--- src/rtl/spi_slave.sv ---
// spi_slave: mode-0 SPI byte slave; sclk/mosi/cs_n are synchronized into clk and
// each completed byte or aborted partial byte is reported with a one-clk pulse.
module spi_slave #(
    parameter int SYNC_STAGES = 2
) (
    input  logic       clk,
    input  logic       rst,
    input  logic       sclk,
    input  logic       mosi,
    input  logic       cs_n,
    output logic       miso,
    input  logic [7:0] spi_byte_out,
    output logic [7:0] spi_byte_in,
    output logic       spi_cycle_done,
    output logic       spi_abort,
    output logic       frame_active
);
    logic [SYNC_STAGES-1:0] sclk_q, mosi_q, cs_q;
    logic       sclk_h_q, cs_h_q;
    logic [7:0] rx_q, rx_d, tx_q, tx_d, byte_q, byte_d;
    logic [2:0] bit_cnt_q, bit_cnt_d;
    logic       done_q, abort_q;
    logic       sclk_s, mosi_s, cs_s, in_frame, rise, fall, cs_fall, cs_rise, last;

    assign sclk_s  = sclk_q[SYNC_STAGES-1];
    assign mosi_s  = mosi_q[SYNC_STAGES-1];
    assign cs_s    = cs_q[SYNC_STAGES-1];
    // The clk in which cs_n rises still counts as in-frame so a coincident 8th edge completes.
    assign in_frame = ~cs_s | ~cs_h_q;
    assign rise     = in_frame & sclk_s & ~sclk_h_q;
    assign fall     = in_frame & ~sclk_s & sclk_h_q;
    assign cs_fall  = ~cs_s & cs_h_q;
    assign cs_rise  = cs_s & ~cs_h_q;
    assign last     = rise & (bit_cnt_q == 3'd7);

    always_comb begin
        rx_d      = rise ? {rx_q[6:0], mosi_s} : rx_q;
        bit_cnt_d = (cs_rise & ~last) ? 3'd0 : rise ? bit_cnt_q + 3'd1 : bit_cnt_q;
        byte_d    = last ? {rx_q[6:0], mosi_s} : byte_q;
        tx_d      = (cs_fall | (fall & bit_cnt_q == 3'd0)) ? spi_byte_out :
                    fall ? {tx_q[6:0], 1'b0} : tx_q;
    end

    always_ff @(posedge clk or posedge rst) begin
        if (rst) begin
            sclk_q    <= '0;
            mosi_q    <= '0;
            cs_q      <= '1;
            sclk_h_q  <= 1'b0;
            cs_h_q    <= 1'b1;
            rx_q      <= '0;
            tx_q      <= '0;
            byte_q    <= '0;
            bit_cnt_q <= '0;
            done_q    <= 1'b0;
            abort_q   <= 1'b0;
        end else begin
            sclk_q    <= {sclk_q[SYNC_STAGES-2:0], sclk};
            mosi_q    <= {mosi_q[SYNC_STAGES-2:0], mosi};
            cs_q      <= {cs_q[SYNC_STAGES-2:0], cs_n};
            sclk_h_q  <= sclk_s;
            cs_h_q    <= cs_s;
            rx_q      <= rx_d;
            tx_q      <= tx_d;
            byte_q    <= byte_d;
            bit_cnt_q <= bit_cnt_d;
            done_q    <= last;
            abort_q   <= cs_rise & ~last & (bit_cnt_q != 3'd0);
        end
    end

    assign frame_active   = ~cs_s;
    assign miso           = frame_active & tx_q[7];
    assign spi_byte_in    = byte_q;
    assign spi_cycle_done = done_q;
    assign spi_abort      = abort_q;
endmodule

--- config.mk ---
export PLATFORM = sky130hd
export DESIGN_NAME = spi_slave
export DESIGN_NICKNAME = d
export VERILOG_FILES = /design/src/rtl/spi_slave.sv
export SDC_FILE = /design/constraint.sdc
export NUM_CORES = 1
export LEC_CHECK = 0
export ABC_AREA = 1
export BUFFER_PORTS_ARGS = -buffer_cell sky130_fd_sc_hd__buf_2
export CORE_ASPECT_RATIO = 1.75
export CORE_MARGIN = 2
export CORE_UTILIZATION = 35
export CTS_BUF_LIST = sky130_fd_sc_hd__clkbuf_2
export CTS_CLUSTER_SIZE = 30
export DETAILED_ROUTE_END_ITERATION = 16
export GPL_TIMING_DRIVEN = 1
export SYNTH_ARGS = -nofsm -noshare
export SYNTH_HDL_FRONTEND = slang
export SYNTH_SLANG_ARGS = --single-unit
--- constraint.sdc ---
create_clock -name clk -period 2.5 [get_ports clk]
set_input_delay 0.5 -clock clk [delete_from_list [all_inputs] [get_ports clk]]
set_output_delay 0.5 -clock clk [all_outputs]
set_load 0.005 [all_outputs]
==> results.sh <==
export IMPL_max_freq_mhz=599
export IMPL_hold_class="in -> async"
export IMPL_cts_buffers=5
export IMPL_timing_hold_ws_ps=146
export IMPL_crit_chain="nor2_1 > buf_2"
export IMPL_io_pins=25
export IMPL_via_count=1109
export IMPL_die_area_um2=5030
export IMPL_final_cells=244
export IMPL_clkSinkCount=36
export IMPL_slew_viol_final=0
export IMPL_hold_buffers=0
export IMPL_root_buffer="clkbuf_2"
export IMPL_slowest_delay_ps=630
export IMPL_period_share_pct=66.8
export IMPL_multi_input_area_um2=517
export IMPL_cp_arrival_ps=1170
export IMPL_ir_worst_vdd_v=0.000376
export IMPL_synthDistinctLibCells=20
export IMPL_die_h_um=92.3
export IMPL_syn_area_per_cell_um2=9.62
export IMPL_postCtsSetupBuffers=0
export IMPL_final_cell_mix="nand2_1 (49), dfrtp_1 (33), inv_1 (27)"
export IMPL_cts_resized=0
export IMPL_diodes=0
export IMPL_drtIter0Drc=33
export IMPL_setup_slack_ps=831
export IMPL_yosysWarnings=0
export IMPL_vias_per_cell=4.55
export IMPL_place_port_buffers=24
export IMPL_power_density_nw_per_um2=674
export IMPL_ff2ff_setup_slack_ps=1030
export IMPL_tightest_slew_ps=572
export IMPL_status="finished, final reports clean"
export IMPL_wire_per_inst_um=11.8
export IMPL_cts_tree="built"
export IMPL_drive_gt1_share_pct=26.9
export IMPL_slew_headroom_pct=61.8
export IMPL_netlist_instances=162
export IMPL_cp_max_fo=5
export IMPL_rows=32
export IMPL_seq_power_share_pct=56.2
export IMPL_antenna_found_initial=0
export IMPL_timing_worst_setup_path_type="reg -> out"
export IMPL_cp_required_ps=2000
export IMPL_area_growth_syn_to_layout_pct=15.0
export IMPL_die_w_um=54.5
export IMPL_place_hpwl_mm=2.15
export IMPL_post_synth_top_area_fraction_pct=53.0
export IMPL_first_pass_iters=4
export IMPL_ant_nets=0
export IMPL_startpoint_type="flop"
export IMPL_p_switching_mw=0.329
export IMPL_clockBufferDepth=2
export IMPL_combPwrFrac_pct=13.8
export IMPL_p_int_mw=0.880
export IMPL_clk_pin_slew_ps=180
export IMPL_grt_pass1_vias=1150
export IMPL_yosys_top_cells_area="dfrtp_1 (53%), nand2_1 (12%), inv_1 (6.5%)"
export IMPL_seqCellArea_um2=905
export IMPL_clkPwrFrac_pct=30.0
export IMPL_grt_overflow=0
export IMPL_dp_cells=236
export IMPL_gp_congestion=0.682
export IMPL_syn_num_nets=178
export IMPL_layout_min_cycle_time_ps=1670
export IMPL_grt_pass1_wl_mm=5.06
export IMPL_clk_latency_ps=370
export IMPL_hold_viol_final=0
export IMPL_final_common_cell="nand2_1"
export IMPL_num_fill_cells=450
export IMPL_yosysSeqAreaShare_pct=58.0
export IMPL_cap_violations=0
export IMPL_p_sw_share_pct=27.2
export IMPL_grt_max_degree=18
export IMPL_start_util_pct=35.7
export IMPL_drt_total_wl_mm=2.87
export IMPL_nNetsFinal=208
export IMPL_rsz0062_at_grt="no"
export IMPL_critPathCaptureType="primary output"
export IMPL_p_leak_nw=1.00
export IMPL_critPathSlowestCell="dfstp_2"
export IMPL_drc_errors=0
export IMPL_synth_top_area_cell="dfrtp_1"
export IMPL_synth_area_um2=1560
export IMPL_core_area_um2=4360
export IMPL_synth_seq_cells=36
export IMPL_setup_tns_ps=0
export IMPL_dp_slack_ps=1090
export IMPL_clock_skew_ps=13.0
export IMPL_grt_use_total_pct=14.0
export IMPL_cts_max_level=2
export IMPL_setup_viol=0
-- state kept, by name, indices dropped and copies added (netlist names) --
register / count
sclk_q: 2
spi_cycle_done: 1
mosi_q: 2
cs_q: 2
spi_abort: 1
bit_cnt_q: 3
spi_byte_in: 8
cs_h_q: 1
tx_q: 8
sclk_h_q: 1
rx_q: 7
-- area by class of cell --
class / count / area share [%]
Sequential cell: 36 / 50.5
Inverter: 28 / 6.00
Tap cell: 51 / 3.56
Multi-Input combinational cell: 95 / 28.8
Clock inverter: 2 / 1.95
Timing Repair Buffer: 26 / 7.54
Clock buffer: 6 / 1.67
-- metal layers --
metal	share of wire, %	global-route usage [%]	vias to the layer above
li1	-	-	564
met1	39	15.7	508
met4	3.1	6.46	0
met5	0	0	-
met3	4.4	3.87	9
met2	54	23.4	28
-- critical path: cells and delay by family (launching register included) --
family | cells | cell delay [ps]
and+or+nand+nor | 1 | 60
buffers and inverters | 1 | 120
DFF | 1 | 630
-- through the flow --
| stage | total power [mW] | utilization [%] | instance area [um^2] |
|---|---|---|---|
| final | 1.21 | 41.1 | 1790 |
| after global routing | 1.29 | 41.1 | 1790 |
| after CTS | 1.23 | 41.1 | 1790 |
| after detailed placement | 0.863 | 39.6 | 1730 |
| after global placement | 0.857 | 39.6 | 1730 |
| after floorplan | 0.808 | - | 1560 |
-- power groups by stage --
stage | Combinational (mW) | Sequential, mW | Clock, mW
2_1_floorplan | 0.128 | 0.680 | 0
3_3_place_gp | 0.166 | 0.690 | 0
3_5_place_dp | 0.171 | 0.692 | 0
4_1_cts | 0.171 | 0.681 | 0.380
5_1_grt | 0.199 | 0.689 | 0.404
6_report | 0.167 | 0.680 | 0.362
-- path summary, 6_finish.rpt --
kind | start | to | cells after the start
max in group asynchronous | rst | spi_byte_in[0] | 3
worst max-delay path | cs_q[1] | miso | 2
worst max register to register | bit_cnt_q[0] | tx_q[4] | 7
min in group clk | cs_n | cs_q[0] | 1
worst min-delay path | rst | spi_cycle_done | 2
worst min register to register | sclk_q[0] | sclk_q[1] | 0
-- cells by family after synthesis --
family	count (synthesis)	synth area share (%)
buffers and inverters	31	8.83
flip-flops	36	58.0
AO/OA/AOI/OAI	19	8.51
adder cells (fa/ha/maj)	3	2.41
AND/OR/NAND/NOR	73	22.2
-- synth_stat cells --
| cell | count |
|---|---|
| a21oi_2 | 1 |
| buf_4 | 2 |
| buf_8 | 1 |
| dfrtp_1 | 33 |
| dfstp_2 | 3 |
| ha_1 | 3 |
| inv_1 | 27 |
| inv_4 | 1 |
| nand2_1 | 49 |
| nand2_2 | 3 |
| nand2_4 | 1 |
| nand3_1 | 10 |
| nand3b_1 | 7 |
| nor2_1 | 1 |
| nor2_2 | 1 |
| nor2_8 | 1 |
| o211ai_1 | 3 |
| o21ai_0 | 7 |
| o21ai_1 | 1 |
| o21ai_2 | 7 |
Note: power is estimated with default switching activity, not from simulation.
